==> src/rtl/cnn_pkg.sv <==
// rtl/cnn_pkg.sv - shared types and defaults for the CNN input memory controller
// Contents:
//   state_e          : controller FSM states
//   RD_LATENCY_DEF   : default memory read latency (cycles)
//   DRAIN_CYCLES_DEF : default settle time after a row load (cycles)
package cnn_pkg;

   typedef enum logic [2:0] {
      ST_IDLE,
      ST_LOAD,
      ST_DRAIN,
      ST_READ,
      ST_DONE
   } state_e;

   localparam int RD_LATENCY_DEF   = 1;
   localparam int DRAIN_CYCLES_DEF = 8;

endpackage

==> src/rtl/cnn_input_mem_ctrl_if.sv <==
// rtl/cnn_input_mem_ctrl_if.sv - row stream, memory port and window bus bundle
// Signals:
//   i_s_valid/i_s_data/o_s_ready : incoming row-data stream
//   o_mem_*                      : line-buffer memory enables, addresses, write data
//   o_win_valid/o_win_col        : window column valid at memory read output
// Modports: master = controller side, slave = stream source / memory side.
interface cnn_input_mem_ctrl_if #(
   parameter int DATA_WIDTH = 32,
   parameter int ADDR_WIDTH = 12
);

   logic                  i_s_valid;
   logic [DATA_WIDTH-1:0] i_s_data;
   logic                  o_s_ready;
   logic                  o_mem_bram_en;
   logic                  o_mem_wenable;
   logic                  o_mem_renable;
   logic [ADDR_WIDTH-1:0] o_mem_waddress;
   logic [ADDR_WIDTH-1:0] o_mem_raddress;
   logic [DATA_WIDTH-1:0] o_mem_wdata;
   logic                  o_win_valid;
   logic [ADDR_WIDTH-1:0] o_win_col;

   modport master (
      input  i_s_valid, i_s_data,
      output o_s_ready, o_mem_bram_en, o_mem_wenable, o_mem_renable,
             o_mem_waddress, o_mem_raddress, o_mem_wdata, o_win_valid, o_win_col
   );

   modport slave (
      output i_s_valid, i_s_data,
      input  o_s_ready, o_mem_bram_en, o_mem_wenable, o_mem_renable,
             o_mem_waddress, o_mem_raddress, o_mem_wdata, o_win_valid, o_win_col
   );

endinterface

==> src/rtl/cnn_delay_line.sv <==
// rtl/cnn_delay_line.sv - resettable fixed-latency delay line
// Ports:
//   i_clock, i_reset (sync, active-low)
//   i_data : WIDTH-bit input
//   o_data : i_data delayed by LATENCY cycles (LATENCY=0 is a wire)
module cnn_delay_line #(
   parameter int WIDTH   = 1,
   parameter int LATENCY = 1
) (
   input  logic             i_clock,
   input  logic             i_reset,
   input  logic [WIDTH-1:0] i_data,
   output logic [WIDTH-1:0] o_data
);

   generate
      if (LATENCY == 0) begin : g_bypass
         logic unused_clk_rst;
         assign unused_clk_rst = i_clock ^ i_reset;
         assign o_data = i_data;
      end else begin : g_pipe
         logic [WIDTH-1:0] pipe_q [LATENCY];

         always_ff @(posedge i_clock) begin
            if (!i_reset) begin
               for (int i = 0; i < LATENCY; i++) pipe_q[i] <= '0;
            end else begin
               pipe_q[0] <= i_data;
               for (int i = 1; i < LATENCY; i++) pipe_q[i] <= pipe_q[i-1];
            end
         end

         assign o_data = pipe_q[LATENCY-1];
      end
   endgenerate

endmodule

==> src/rtl/cnn_input_mem_ctrl.sv <==
// rtl/cnn_input_mem_ctrl.sv - line-buffer loader/reader for a CNN input frame
// Ports:
//   i_clock, i_reset (sync, active-low)
//   i_start      : frame start pulse (honoured only in IDLE)
//   i_num_rows   : rows in the frame, latched at start
//   bus          : row stream in, memory port and window outputs (master modport)
//   o_row_done   : one-cycle pulse with the last window column of a row sweep
//   o_frame_done : one-cycle pulse when the frame completes
//   o_busy       : controller not IDLE
module cnn_input_mem_ctrl
   import cnn_pkg::*;
#(
   parameter int DATA_WIDTH      = 32,
   parameter int ADDR_WIDTH      = 12,
   parameter int ROW_LEN         = 32,
   parameter int KERNEL_ROW_SIZE = 3,
   parameter int DRAIN_CYCLES    = DRAIN_CYCLES_DEF,
   parameter int RD_LATENCY      = RD_LATENCY_DEF
) (
   input  logic                 i_clock,
   input  logic                 i_reset,
   input  logic                 i_start,
   input  logic [15:0]          i_num_rows,
   cnn_input_mem_ctrl_if.master bus,
   output logic                 o_row_done,
   output logic                 o_frame_done,
   output logic                 o_busy
);

   localparam int                    DCW        = $clog2(DRAIN_CYCLES + 1);
   localparam logic [ADDR_WIDTH-1:0] LAST_WORD  = ADDR_WIDTH'(ROW_LEN - 1);
   localparam logic [DCW-1:0]        LAST_DRAIN = DCW'(DRAIN_CYCLES - 1);
   localparam logic [15:0]           KROWS      = 16'(KERNEL_ROW_SIZE);

   state_e                state_q, state_d;
   logic [15:0]           num_rows_q, num_rows_d;
   logic [15:0]           rows_loaded_q, rows_loaded_d;
   logic [ADDR_WIDTH-1:0] word_q, word_d;
   logic [DCW-1:0]        drain_cnt_q, drain_cnt_d;
   logic                  rd_issued_q, rd_issued_d;
   logic                  wen_q, wen_d;
   logic [ADDR_WIDTH-1:0] waddr_q, waddr_d;
   logic [DATA_WIDTH-1:0] wdata_q, wdata_d;

   logic                  handshake;
   logic                  rd_en;
   logic [ADDR_WIDTH-1:0] rd_addr;
   logic [ADDR_WIDTH:0]   win_bus;
   logic                  win_valid;
   logic [ADDR_WIDTH-1:0] win_col;

   assign handshake = bus.i_s_valid && (state_q == ST_LOAD);
   // word_q doubles as the read address; rd_issued_q stops issue once the
   // whole row is out while the read pipeline is still delivering data.
   assign rd_en     = (state_q == ST_READ) && !rd_issued_q;
   assign rd_addr   = rd_en ? word_q : '0;

   cnn_delay_line #(
      .WIDTH   (ADDR_WIDTH + 1),
      .LATENCY (RD_LATENCY)
   ) u_win_delay (
      .i_clock (i_clock),
      .i_reset (i_reset),
      .i_data  ({rd_en, rd_addr}),
      .o_data  (win_bus)
   );

   assign win_valid = win_bus[ADDR_WIDTH];
   assign win_col   = win_bus[ADDR_WIDTH-1:0];
   assign o_row_done = win_valid && (win_col == LAST_WORD);

   always_comb begin
      state_d       = state_q;
      num_rows_d    = num_rows_q;
      rows_loaded_d = rows_loaded_q;
      word_d        = word_q;
      drain_cnt_d   = drain_cnt_q;
      rd_issued_d   = rd_issued_q;
      wen_d         = 1'b0;
      waddr_d       = waddr_q;
      wdata_d       = wdata_q;

      unique case (state_q)
         ST_IDLE: begin
            if (i_start) begin
               num_rows_d    = i_num_rows;
               rows_loaded_d = '0;
               word_d        = '0;
               state_d       = (i_num_rows == 16'd0) ? ST_DONE : ST_LOAD;
            end
         end

         ST_LOAD: begin
            if (handshake) begin
               wen_d   = 1'b1;
               waddr_d = word_q;
               wdata_d = bus.i_s_data;
               if (word_q == LAST_WORD) begin
                  word_d        = '0;
                  rows_loaded_d = rows_loaded_q + 16'd1;
                  drain_cnt_d   = '0;
                  state_d       = ST_DRAIN;
               end else begin
                  word_d = word_q + 1'b1;
               end
            end
         end

         ST_DRAIN: begin
            if (drain_cnt_q == LAST_DRAIN) begin
               drain_cnt_d = '0;
               word_d      = '0;
               rd_issued_d = 1'b0;
               if (rows_loaded_q >= KROWS)            state_d = ST_READ;
               else if (rows_loaded_q == num_rows_q)  state_d = ST_DONE;
               else                                   state_d = ST_LOAD;
            end else begin
               drain_cnt_d = drain_cnt_q + 1'b1;
            end
         end

         ST_READ: begin
            if (rd_en) begin
               if (word_q == LAST_WORD) begin
                  word_d      = '0;
                  rd_issued_d = 1'b1;
               end else begin
                  word_d = word_q + 1'b1;
               end
            end
            if (o_row_done) begin
               word_d      = '0;
               rd_issued_d = 1'b0;
               state_d     = (rows_loaded_q == num_rows_q) ? ST_DONE : ST_LOAD;
            end
         end

         ST_DONE: state_d = ST_IDLE;

         default: state_d = ST_IDLE;
      endcase
   end

   always_ff @(posedge i_clock) begin
      if (!i_reset) begin
         state_q       <= ST_IDLE;
         num_rows_q    <= '0;
         rows_loaded_q <= '0;
         word_q        <= '0;
         drain_cnt_q   <= '0;
         rd_issued_q   <= 1'b0;
         wen_q         <= 1'b0;
         waddr_q       <= '0;
         wdata_q       <= '0;
      end else begin
         state_q       <= state_d;
         num_rows_q    <= num_rows_d;
         rows_loaded_q <= rows_loaded_d;
         word_q        <= word_d;
         drain_cnt_q   <= drain_cnt_d;
         rd_issued_q   <= rd_issued_d;
         wen_q         <= wen_d;
         waddr_q       <= waddr_d;
         wdata_q       <= wdata_d;
      end
   end

   assign bus.o_s_ready      = (state_q == ST_LOAD);
   assign bus.o_mem_bram_en  = (state_q != ST_IDLE);
   assign bus.o_mem_wenable  = wen_q;
   assign bus.o_mem_waddress = waddr_q;
   assign bus.o_mem_wdata    = wdata_q;
   assign bus.o_mem_renable  = rd_en;
   assign bus.o_mem_raddress = rd_addr;
   assign bus.o_win_valid    = win_valid;
   assign bus.o_win_col      = win_col;
   assign o_frame_done       = (state_q == ST_DONE);
   assign o_busy             = (state_q != ST_IDLE);

endmodule

==> src/flat_wrapper.sv <==
// flat-port wrapper written by rule: the top's interface ports become plain ports
module cnn_input_mem_ctrl_flat import cnn_pkg::*;
#(
   parameter int DATA_WIDTH      = 32,
   parameter int ADDR_WIDTH      = 12,
   parameter int ROW_LEN         = 32,
   parameter int KERNEL_ROW_SIZE = 3,
   parameter int DRAIN_CYCLES    = DRAIN_CYCLES_DEF,
   parameter int RD_LATENCY      = RD_LATENCY_DEF
)
  (i_clock, i_reset, i_start, i_num_rows, o_row_done, o_frame_done, o_busy, bus_i_s_valid, bus_i_s_data, bus_o_s_ready, bus_o_mem_bram_en, bus_o_mem_wenable, bus_o_mem_renable, bus_o_mem_waddress, bus_o_mem_raddress, bus_o_mem_wdata, bus_o_win_valid, bus_o_win_col);
  cnn_input_mem_ctrl_if #(.DATA_WIDTH(DATA_WIDTH), .ADDR_WIDTH(ADDR_WIDTH)) bus_i ();
  input  logic i_clock;
  input  logic i_reset;
  input  logic i_start;
  input  logic [15:0] i_num_rows;
  output logic o_row_done;
  output logic o_frame_done;
  output logic o_busy;
  input wire logic [$bits(bus_i.i_s_valid)-1:0] bus_i_s_valid;
  input wire logic [$bits(bus_i.i_s_data)-1:0] bus_i_s_data;
  output wire logic [$bits(bus_i.o_s_ready)-1:0] bus_o_s_ready;
  output wire logic [$bits(bus_i.o_mem_bram_en)-1:0] bus_o_mem_bram_en;
  output wire logic [$bits(bus_i.o_mem_wenable)-1:0] bus_o_mem_wenable;
  output wire logic [$bits(bus_i.o_mem_renable)-1:0] bus_o_mem_renable;
  output wire logic [$bits(bus_i.o_mem_waddress)-1:0] bus_o_mem_waddress;
  output wire logic [$bits(bus_i.o_mem_raddress)-1:0] bus_o_mem_raddress;
  output wire logic [$bits(bus_i.o_mem_wdata)-1:0] bus_o_mem_wdata;
  output wire logic [$bits(bus_i.o_win_valid)-1:0] bus_o_win_valid;
  output wire logic [$bits(bus_i.o_win_col)-1:0] bus_o_win_col;
  assign bus_i.i_s_valid = bus_i_s_valid;
  assign bus_i.i_s_data = bus_i_s_data;
  assign bus_o_s_ready = bus_i.o_s_ready;
  assign bus_o_mem_bram_en = bus_i.o_mem_bram_en;
  assign bus_o_mem_wenable = bus_i.o_mem_wenable;
  assign bus_o_mem_renable = bus_i.o_mem_renable;
  assign bus_o_mem_waddress = bus_i.o_mem_waddress;
  assign bus_o_mem_raddress = bus_i.o_mem_raddress;
  assign bus_o_mem_wdata = bus_i.o_mem_wdata;
  assign bus_o_win_valid = bus_i.o_win_valid;
  assign bus_o_win_col = bus_i.o_win_col;
  cnn_input_mem_ctrl #(.DATA_WIDTH(DATA_WIDTH), .ADDR_WIDTH(ADDR_WIDTH), .ROW_LEN(ROW_LEN), .KERNEL_ROW_SIZE(KERNEL_ROW_SIZE), .DRAIN_CYCLES(DRAIN_CYCLES), .RD_LATENCY(RD_LATENCY)) u_core (.i_clock(i_clock), .i_reset(i_reset), .i_start(i_start), .i_num_rows(i_num_rows), .bus(bus_i), .o_row_done(o_row_done), .o_frame_done(o_frame_done), .o_busy(o_busy));
endmodule
==> config.mk <==
export PLATFORM = sky130hd
export DESIGN_NAME = cnn_input_mem_ctrl_flat
export DESIGN_NICKNAME = d
export VERILOG_FILES = /design/src/rtl/cnn_pkg.sv /design/src/rtl/cnn_input_mem_ctrl_if.sv /design/src/rtl/cnn_delay_line.sv /design/src/rtl/cnn_input_mem_ctrl.sv /design/src/flat_wrapper.sv
export SDC_FILE = /design/constraint.sdc
export NUM_CORES = 1
export LEC_CHECK = 0
export ABC_AREA = 1
export CAP_MARGIN = 20
export CORE_MARGIN = 5
export CORE_UTILIZATION = 45
export DETAILED_ROUTE_END_ITERATION = 10
export GPL_ROUTABILITY_DRIVEN = 0
export GPL_TIMING_DRIVEN = 0
export PLACE_DENSITY = 0.76
export SETUP_SLACK_MARGIN = 0.15
export SLEW_MARGIN = 40
export SYNTH_ARGS = -nofsm -noshare
export SYNTH_HDL_FRONTEND = slang
export SYNTH_SLANG_ARGS = --single-unit
==> constraint.sdc <==
create_clock -name i_clock -period 1.5 [get_ports i_clock]
set_clock_uncertainty 0.1 [all_clocks]
set_input_delay 0.3 -clock i_clock [delete_from_list [all_inputs] [get_ports i_clock]]
set_output_delay 0.3 -clock i_clock [all_outputs]
set_load 0.05 [all_outputs]
==> implementation parameters, run 1 <==
Parameter                              Value

Outcome
  Status    finished with violations
  Violated checks    setup timing

Global route
  Total Routing Usage GR    about 30%
  Leftover overflow at the end of global routing    0
  Number of global-route vias before repair    around 6,400
  Initial antenna violation count    0
  Global-route wire length before repair    about 33,000 microns
  Largest net degree at the start of global routing    19

CTS
  Latest clock arrival within the worst-skew pair    around 370 ps
  Clock tree from TritonCTS    built
  CTS H-tree lvls    3
  Clock edge transition at the registers on the reported setup and hold paths    80 ps
  Hold bufs inserted after CTS    0
  Cts bufs inserted    9
  Total number of clock tree sinks    110
  Clock root buffer    clkbuf_16
  Number of buffers between clock root and the deepest sink    2

Power and ir drop
  Power per standard cell area    1470 nW/um^2
  IR drop worst, VDD    between 1000 and 1500 uV
  Total power    between 0.01 and 0.015 W
  P_leak    approximately 3.8 nW

Final layout
  Final core occ    about 85%
  Register Area    ~2300 sq um
  Fill cell instance count of the final layout    approximately 530
  Antenna fix cells    0
  Multi-input gate area    ~4000 sq um
  Syn-to-layout area delta    86.3%
  Number of nets in the final layout    roughly 1,100
  Fraction of final layout cells sized beyond drive strength 1    about half

Yosys
  Average footprint of a synthesized cell    6.66 sq um
  Share of flip-flops with an asynchronous set or reset after synthesis    0%
  EDFF count, synth    0
  Share of the yosys chip area belonging to registers    42.0%
  Number of nets in the synthesized netlist    842
  Post-Synthesis Cell Area    ~5200 sq um
  Library cell with the highest instance count after synthesis    nand2_1
  Synth top area cells    dfxtp_1 42%, nand2_1 15%, a21oi_1 8.0%
  Number of storage elements in the synthesis netlist    110
  Most frequent cells after synthesis    208 x nand2_1, 110 x dfxtp_1, 99 x nor2_1
  Number of distinct library cell variants in the gate-level netlist after synthesis    32
  Primary flip-flop cell chosen by synthesis mapping    dfxtp_1
  Share of the synthesized area in the top cell type    around 42%
  Synthesis warning total    0
  Cell taking the most area after synthesis    dfxtp_1
  Cell count after synthesis    between 700 and 800

STA
  Max_slew headroom    between 40 and 50%
  RSZ-0062 raised after global routing    true
  Transition time at the pin with the least slew margin    ~830 ps
  Maximum operating frequency    ~460 MHz
  Final Hold Violating Endpoints    0
  Shortest period the worst path allows    2170 ps
  Post-route fraction of the period consumed by the critical path    145%
  Max-slew violation count    0
  Worst setup margin    -674 ps
  Count of final setup violators    roughly 130

Worst setup path
  Critical Path AT    1770 ps
  CP startpoint kind    flop
  Crit Path Category    flop to output pin
  Kind of end point of the critical path    output pin
  Biggest fanout along the worst timing path    5
  Critical Path RT    between 1000 and 1500 ps

Die
  Placeable core region    ~11,000 sq um
  Total die area    between 10,000 and 15,000 sq um
  Initial cell density of the core    a little under half
  Die extent in y    approximately 120 microns
  Ports    128
  Cell Rows    39
  Die X    118 microns

Placement
  Number of buffers added on ports    127
  Placed wire-length estimate after detailed placement    between 10,000 and 15,000 microns

Routing
  DR vias    7,146
  Antenna-violating nets left    0
  Number of design-rule violations left by the first detailed-router iteration    around 940
  Post-route DRC    0
  Final routed wire length divided by cell count    24.2 microns
  First-pass iteration count of the detailed router    6
  Wire length after detailed routing    around 28,000 microns
  Vias/cell    ~6

Job
  Number of violations of the max-capacitance limit    0

Worst hold path
  Type of the most critical hold path    flop to flop
==> metrics by stage <==
step | worst slack [ps] | setup TNS [ps] | instance area, sq um | hold WS (ps) | std cells
2_1_floorplan | -510 | -8780 | 5540 | 338 | 787
3_3_place_gp | -968 | -75380 | 6990 | 347 | 1057
3_5_place_dp | -975 | -76500 | 6990 | 353 | 1057
4_1_cts | -484 | -30360 | 8790 | 365 | 1150
5_1_grt | -695 | -54120 | 9760 | 387 | 1164
6_report | -674 | -48400 | 9760 | 374 | 1164
==> registers in the layout (all words and copies together) (netlist names) <==
signal and count:
u_core.state_q 3, u_core.drain_cnt_q 4, u_core.rows_loaded_q 16, u_core.rd_issued_q 1, u_core.num_rows_q 16, u_core.bus.o_mem_wdata 32
u_core.word_q 12, u_core.bus.o_mem_wenable 1, u_core.bus.o_mem_waddress 12, u_core.u_win_delay.g_pipe.pipe_q 13
==> final timing paths <==
path | start | end | slack [ps] | cells after the start
worst min-delay path | u_core.bus.o_mem_wdata[8] | u_core.bus.o_mem_wdata[8] | 370 | 2
worst max-delay path | u_core.state_q[0] | bus_o_mem_raddress[6] | -670 | 8
worst max register to register | u_core.state_q[2] | u_core.word_q[10] | -610 | 14
worst min register to register | u_core.bus.o_mem_wdata[8] | u_core.bus.o_mem_wdata[8] | 370 | 2
==> worst max-delay path: stages (launching register included) <==
cell       delay, ps
dfxtp_4          390
inv_2             70
nor2_4           140
inv_2             60
nor2_4           170
inv_4             90
clkbuf_16        180
nor2_4           130
buf_8            160
==> cell type report <==
type                       count  share of cell area, %
buffer                        38                   4.55
clock buffer                  12                   2.73
clock inverter                 4                  0.359
inverter                      76                   3.32
multi-input combinational    564                   40.1
sequential                   110                   23.7
tap                          143                   1.83
timing repair buffer         217                   23.4
==> cell usage in the layout (no fill, tap or decap), types with 4 or more instances in the layout <==
master / count
inv_1: 55
buf_6: 71
buf_16: 4
inv_2: 12
nand2_8: 8
xor2_1: 6
nand3b_1: 4
nor3_1: 11
dfxtp_4: 21
clkbuf_1: 4
a21oi_1: 24
dfxtp_1: 65
a21oi_2: 60
buf_8: 24
nand3_4: 6
nand2_2: 28
nor2_1: 65
o21ai_4: 5
nand3_2: 33
clkbuf_16: 19
buf_2: 4
nor2_2: 12
dfxtp_2: 24
nor2_4: 29
nand4_1: 12
o21ai_2: 11
nand2_4: 45
clkbuf_8: 5
inv_4: 5
o21ai_1: 10
clkbuf_2: 10
nand2_1: 139
nand3_1: 40
clkdlybuf4s50_1: 50
buf_4: 71
==> kinds of logic after synthesis <==
| group | synth area share [%] |
|---|---|
| DFF | 42.0 |
| and+or+nand+nor | 36.2 |
| AOI/OAI and AO/OA | 11.3 |
| buffers and inverters | 8.74 |
| adders and majority gates | 0.716 |
| xor gates and xnor gates | 1.00 |
==> report_power, final <==
part	switching (W)	internal [W]
registers	0.000330	0.00323
logic	0.00459	0.00364
clock network	0.00124	0.00129
total	0.00616	0.00815
==> per-layer routing <==
| metal | vias to the layer above | track usage (%) | share of wire (%) |
|---|---|---|---|
| li1 | 2991 | - | - |
| met1 | 3273 | 35.2 | 33 |
| met2 | 636 | 48.1 | 47 |
| met3 | 246 | 9.27 | 11 |
| met4 | 0 | 13.9 | 8.8 |
| met5 | - | 0 | 0 |
==> repair_timing <==
item | 4_1_cts | 5_1_grt
pin swaps | 62 | 65
gates resized for setup | 733 | 250
buffers inserted | 62 | 13
gates cloned | 15 | 1
endpoints found under the setup margin | 185 | 150
Power figures use the tool's default switching activity.
==> run 2, diff against run 1 <==
Settings changed: CTS_CLUSTER_SIZE from default to 30, GPL_TIMING_DRIVEN 0 to 1.
==> implementation parameters, run 2 <==
Parameter                              Value

CTS
  Number of buffers between clock root and the deepest sink    2
  CTS H-tree lvls    3
  Hold bufs inserted after CTS    0
  Total number of clock tree sinks    110
  Clock root buffer    clkbuf_16
  Cts bufs inserted    9

Yosys
  Number of distinct library cell variants in the gate-level netlist after synthesis    32
  Primary flip-flop cell chosen by synthesis mapping    dfxtp_1
  Synth top area cells    dfxtp_1 42%, nand2_1 15%, a21oi_1 8.0%
  Synthesis warning total    0
  Number of nets in the synthesized netlist    around 840
  Cell taking the most area after synthesis    dfxtp_1
  Post-Synthesis Cell Area    around 5200 sq um
  Average footprint of a synthesized cell    6.66 sq um
  Share of the yosys chip area belonging to registers    between 40% and 50%
  Cell count after synthesis    a little under 800
  Most frequent cells after synthesis    208 x nand2_1, 110 x dfxtp_1, 99 x nor2_1
  Library cell with the highest instance count after synthesis    nand2_1
  EDFF count, synth    0
  Number of storage elements in the synthesis netlist    110
  Share of the synthesized area in the top cell type    a little over two fifths
  Share of flip-flops with an asynchronous set or reset after synthesis    0%

Outcome
  Tool error    [ERROR GRT-0232] Routing congestion too high. Check the congestion heatmap in the GUI.
  Status    aborted with a tool error
  Stage reached    5_1_grt

STA
  Pin type at the end of the worst path    output port
  Post-GRT worst EP    bus_o_mem_raddress[0]

Global route
  Total Routing Usage GR    between 80% and 90%
  Leftover overflow at the end of global routing    roughly 840
  Largest net degree at the start of global routing    35

Placement
  Placed wire-length estimate after detailed placement    approximately 12,000 microns
  Number of buffers added on ports    about 130
  Minimum setup slack after placement    -379 ps
  Number of instances in the placed design    1,130

Die
  Die extent in y    118 microns
  Cell Rows    39
  Die X    between 100 and 150 microns
  Initial cell density of the core    45.9%
  Ports    between 100 and 150
==> run 2: timing repair <==
item,CTS
buffers inserted,24
gates resized for setup,246
pin swaps,51
gates cloned,16
endpoints found under the setup margin,138
==> run 2: logic make-up after synthesis <==
kind of cell    count (synthesis)  share of synthesized area [%]
compound gates                116                           11.3
xor+xnor                        6                           1.00
fa+ha+maj                       3                          0.716
flops                         110                           42.0
buf+inv                       114                           8.74
simple gates                  438                           36.2
==> run 2: per-stage QoR <==
| step | util [%] | area, sq um |
|---|---|---|
| after CTS | 89.4 | 10200 |
| after detailed placement | 74.0 | 8450 |
| after global placement | 74.0 | 8450 |
| after floorplan | - | 5540 |
==> run 2: per-layer routing <==
layer  overflow  track usage (%)
met5          0             8.09
met4        175             93.7
met3          1             63.6
met2        655              115
met1          6             82.3
==> run 3, diff against run 2 <==
Settings changed: CORE_UTILIZATION 45 to 40, CTS_CLUSTER_SIZE 30 to default, PLACE_DENSITY 0.76 to default, PLACE_DENSITY_LB_ADDON from default to 0.15, SETUP_SLACK_MARGIN 0.15 to default.
Clock period 1.5 ns to 1.95 ns, I/O delays scaled along.
==> implementation parameters, run 3 (synthesized netlist as in run 1, its figures left out) <==
Parameter                              Value

Worst setup path
  Worst Reg2Reg Path Length in Cells    7
  Biggest fanout along the worst timing path    7
  Critical Path AT    1540 ps
  CP startpoint kind    flop
  Crit Path Category    flop to output pin
  RR Startpoint    u_core.rows_loaded_q[8]
  Critical Path RT    roughly 1500 ps
  Kind of end point of the critical path    output pin
  Crit path launch    u_core.state_q[2]

Power and ir drop
  IR drop worst, VDD    542 uV
  Total power    about 0.0075 W
  Power per standard cell area    1020 nW/um^2
  Portion of total power attributed to combinational logic    approximately two fifths
  Power Internal    between 0.004 and 0.005 W
  P_leak    2.94 nW
  Net switching share of the total power    about 38%
  Clk pwr share    between 20% and 30%
  Flop pwr share    between 30% and 40%
  Psw    between 0.002 and 0.003 W

Final layout
  Number of nets in the final layout    982
  Largest register FFs    32
  Final std cells w/o fill    approximately 1,100
  Fill cell instance count of the final layout    ~1,200
  Most frequent cells in the layout    206 x nand2_1, 104 x dfxtp_1, 93 x buf_4
  Antenna fix cells    0
  Syn-to-layout area delta    41.3%
  Fraction of final layout cells sized beyond drive strength 1    20.0%
  Most common library cell in the layout ignoring fill and taps    nand2_1

Die
  Total die area    15,500 sq um
  Placeable core region    approximately 13,000 sq um
  Initial cell density of the core    between 40% and 50%
  Die X    124 microns
  Die extent in y    between 100 and 150 microns
  Cell Rows    41
  Ports    ~130

Global route
  Global-route wire length before repair    approximately 25,000 microns
  Number of global-route vias before repair    5,225
  Leftover overflow at the end of global routing    0
  Largest net degree at the start of global routing    45
  Initial antenna violation count    0
  Total Routing Usage GR    18.9%

CTS
  CTS H-tree lvls    3
  Cts bufs inserted    9
  Clock tree from TritonCTS    built
  Latest clock arrival within the worst-skew pair    roughly 350 ps
  Total number of clock tree sinks    110
  Hold bufs inserted after CTS    0
  Clock edge transition at the registers on the reported setup and hold paths    80 ps
  Number of buffers between clock root and the deepest sink    2
  Clock root buffer    clkbuf_16

STA
  Shortest period the worst path allows    about 2000 ps
  Transition time at the pin with the least slew margin    485 ps
  Max_slew headroom    between 60% and 70%
  Count of final setup violators    13
  Max-slew violation count    0
  Worst setup margin    -76.4 ps
  RSZ-0062 raised after global routing    true
  Post-route fraction of the period consumed by the critical path    104%
  Final Hold Violating Endpoints    0
  Maximum operating frequency    493 MHz
  Final TNS setup    -780 ps

Placement
  Number of buffers added on ports    ~130
  Placed wire-length estimate after detailed placement    11,300 microns
  Number of instances in the placed design    1,083

Routing
  DR vias    ~5,500
  Antenna-violating nets left    0
  Number of design-rule violations left by the first detailed-router iteration    380
  Post-route DRC    0
  First-pass iteration count of the detailed router    5
  Vias/cell    4.96
  Wire length after detailed routing    about 15,000 microns
  Final routed wire length divided by cell count    13.5 microns

Worst hold path
  Worst min-delay path startpoint    bus_i_s_valid
  Type of the most critical hold path    input pin to flop
  Number of stages on the worst hold path    4

Outcome
  Violated checks    setup timing
  Status    finished with violations

Job
  Number of violations of the max-capacitance limit    0
## run 3: cell type report
cell class | count | area (sq um) | area share [%]
Tap cell | 172 | 215 | 2.91
Timing Repair Buffer | 166 | 1630 | 22.0
Inverter | 76 | 312 | 4.21
Multi-Input combinational cell | 563 | 2700 | 36.5
Timing Repair inverter | 1 | 8.76 | 0.118
Clock buffer | 10 | 229 | 3.09
Clock inverter | 6 | 93.8 | 1.27
Sequential cell | 110 | 2210 | 29.9
## run 3: layer usage
layer	track usage [%]	vias to the layer above	share of wire, %
met5	0	-	0
met4	4.96	0	1.2
met1	24.7	2490	45
li1	-	2794	-
met3	5.27	13	7.4
met2	30.7	184	47
## run 3: power groups by stage
stage          clock network [W]  logic, W  registers [W]
2_1_floorplan                  0   0.00164        0.00291
3_3_place_gp                   0   0.00280        0.00264
3_5_place_dp                   0   0.00285        0.00265
4_1_cts                  0.00204   0.00288        0.00260
5_1_grt                  0.00213   0.00321        0.00263
6_report                 0.00199   0.00295        0.00260
## run 3: critical path, cell delays in order (launching register included)
cell     delay (ps)
dfxtp_4         360
inv_4            70
nand2_4          50
nor2_4           90
inv_2            50
nor2_4          110
buf_12          140
inv_12           50
nor2_4          120
buf_12          140
## run 3: what timing repair did
action                                  in CTS  in global routing
gates resized for setup                      6                 20
pin swaps                                    1                  7
endpoints found under the hold margin        0                  0
gates cloned                                 0                  1
setup buffers                                1                  3
endpoints found under the setup margin      13                 39
## run 3: path summary, 6_finish.rpt
kind / slack, ps / endpoint
worst min register to register: 360 / u_core.bus.o_mem_waddress[2]
worst max register to register: 140 / u_core.rows_loaded_q[13]
worst min-delay path: 300 / u_core.bus.o_mem_waddress[6]
worst max-delay path: -80 / bus_o_mem_raddress[0]
## run 3: stage by stage
step	util [%]	cell area (sq um)	hold slack (ps)	setup slack, ps
after global placement	54.8	6970	350	12.7
after floorplan	-	5360	343	-163
after global routing	58.2	7410	327	-149
final	58.2	7410	300	-76.4
after CTS	57.5	7320	285	-95.5
after detailed placement	54.8	6970	355	-0.288
==> run 4, diff against run 3 <==
Settings changed: CORE_MARGIN 5 to default, DONT_BUFFER_PORTS from default to 1.
==> implementation parameters, run 4 (synthesized netlist as in run 1, its figures left out) <==
Parameter                              Value

Die
  Placeable core region    approximately 13,000 sq um
  Initial cell density of the core    between 40 and 50%
  Ports    128
  Cell Rows    41
  Die extent in y    around 120 microns
  Total die area    13,600 sq um
  Die X    116 microns

Routing
  WL met1    between 6000 and 7000 microns
  Number of design-rule violations left by the first detailed-router iteration    240
  Routed wl met2    approximately 6300 microns
  Vias/cell    5.03
  First-pass iteration count of the detailed router    7
  Wire length after detailed routing    between 10,000 and 15,000 microns
  DR vias    just over 5,000
  Detailed-routed wire length on met3    around 900 microns
  Uppermost signal routing layer after detailed routing    met4
  Final routed wire length divided by cell count    ~14 microns
  Post-route DRC    0
  Antenna-violating nets left    0

Placement
  Number of buffers added on ports    0
  Placed wire-length estimate after detailed placement    10,300 microns
  Post-Place Cell Area    between 6000 and 7000 sq um

Global route
  Initial antenna violation count    0
  Global-route wire length before repair    approximately 23,000 microns
  Leftover overflow at the end of global routing    0
  Number of global-route vias before repair    around 4,800
  Total Routing Usage GR    roughly 22%
  Largest net degree at the start of global routing    48

STA
  Final Hold Violating Endpoints    0
  Maximum operating frequency    approximately 480 MHz
  Shortest period the worst path allows    between 2000 and 2500 ps
  Count of final setup violators    16
  Worst setup margin    -121 ps
  Post-route fraction of the period consumed by the critical path    106%
  Max-slew violation count    0
  RSZ-0062 raised after global routing    true
  Max_slew headroom    approximately 63%
  Transition time at the pin with the least slew margin    552 ps

Final layout
  Final core occ    51.0%
  Antenna fix cells    0
  Number of nets in the final layout    886
  Fraction of final layout cells sized beyond drive strength 1    17.2%
  Fill cell instance count of the final layout    roughly 1,300
  Most frequent cells in the layout    206 x nand2_1, 102 x dfxtp_1, 87 x nor2_1
  Final standard cell area without fillers    approximately 6500 sq um
  Largest register FFs    32
  Most common library cell in the layout ignoring fill and taps    nand2_1
  Syn-to-layout area delta    23.4%

CTS
  Hold bufs inserted after CTS    0
  Clock root buffer    clkbuf_16
  Clock edge transition at the registers on the reported setup and hold paths    70 ps
  CTS H-tree lvls    3
  Clock tree from TritonCTS    built
  Latest clock arrival within the worst-skew pair    between 300 and 400 ps
  Cts bufs inserted    9
  Number of buffers between clock root and the deepest sink    2
  Total number of clock tree sinks    between 100 and 150

Worst setup path
  Most frequent CP cell    nor2_4
  Slowest stage cell, crit path    dfxtp_4
  Critical Path RT    1460 ps
  Crit Path Category    flop to output pin
  CP startpoint kind    flop
  Worst stage delay on the critical path    360 ps
  Critical Path AT    roughly 1600 ps
  Biggest fanout along the worst timing path    7
  Kind of end point of the critical path    output pin
  Crit path cell chain    inv_4 -> nand2_4 -> nor2_4 -> inv_2 -> nor2_4 -> inv_8 -> nor2_4 -> buf_12
  Worst R2R Setup Slack    roughly 30 ps

Worst hold path
  Type of the most critical hold path    input pin to flop

Job
  Number of violations of the max-capacitance limit    0

Power and ir drop
  Power per standard cell area    1080 nW/um^2
  P_leak    between 2 and 2.5 nW
  IR drop worst, VDD    around 540 uV

Outcome
  Violated checks    setup timing
  Status    finished with violations
-- run 4: cell count changes in the layout (fill, tap and decap cells not counted), sizes merged --
cell,before,now
dlygate4sd2,1,0
inv,78,79
buf,115,70
bufinv,2,0
clkbuf,10,9
clkdlybuf4s50,50,0
clkinvlp,0,2
-- run 4: area by class of cell --
cell class                 instances  area, sq um  area share (%)
tap                              172          215            3.33
clock inverter                     7         57.6           0.890
sequential                       110         2220            34.3
multi-input combinational        563         2700            41.8
timing repair buffer              70          729            11.3
inverter                          76          305            4.72
timing repair inverter             1         8.76           0.135
clock buffer                       9          225            3.48
-- run 4: power breakdown --
| group | switching (W) | total (W) | internal [W] |
|---|---|---|---|
| clock | 0.000877 | 0.00176 | 0.000883 |
| sequential | 0.000416 | 0.00289 | 0.00248 |
| combinational | 0.00156 | 0.00231 | 0.000752 |
-- run 4: worst paths after layout --
path | startpoint | end | cells past startpoint
worst max-delay path | u_core.state_q[2] | bus_o_mem_raddress[3] | 8
worst max register to register | u_core.state_q[2] | u_core.word_q[0] | 11
worst min-delay path | i_reset | u_core.rows_loaded_q[0] | 2
worst min register to register | u_core.num_rows_q[14] | u_core.num_rows_q[14] | 2
-- run 4: stage by stage --
step                hold slack (ps)  setup slack (ps)  total power [W]  instances  TNS, ps
global route                   65.8              -186          0.00738       1008    -2550
global placement                356               103          0.00498        978        0
detailed placement              361              77.8          0.00504        978        0
floorplan                       343              -163          0.00456        787    -1620
finish                         66.5              -121          0.00697       1008    -1490
CTS                            50.8              -125          0.00689       1002    -1160
-- run 4: critical path: cells and delay by family (launching register included) --
family                 cells  cell delay [ps]
and+or+nand+nor            4              520
buffers and inverters      4              350
DFF                        1              360
-- run 4: metal layers --
| layer | up-vias | track usage [%] |
|---|---|---|
| li1 | 2601 | - |
| met1 | 2303 | 29.3 |
| met2 | 156 | 33.7 |
| met3 | 15 | 4.41 |
| met4 | 0 | 7.61 |
| met5 | - | 0 |
-- run 4: timing repair --
action                                  CTS  global route
gates cloned                              1             0
buffers inserted                          7             6
pin swaps                                 7             5
gates resized for setup                  11            15
endpoints found under the setup margin   12            50
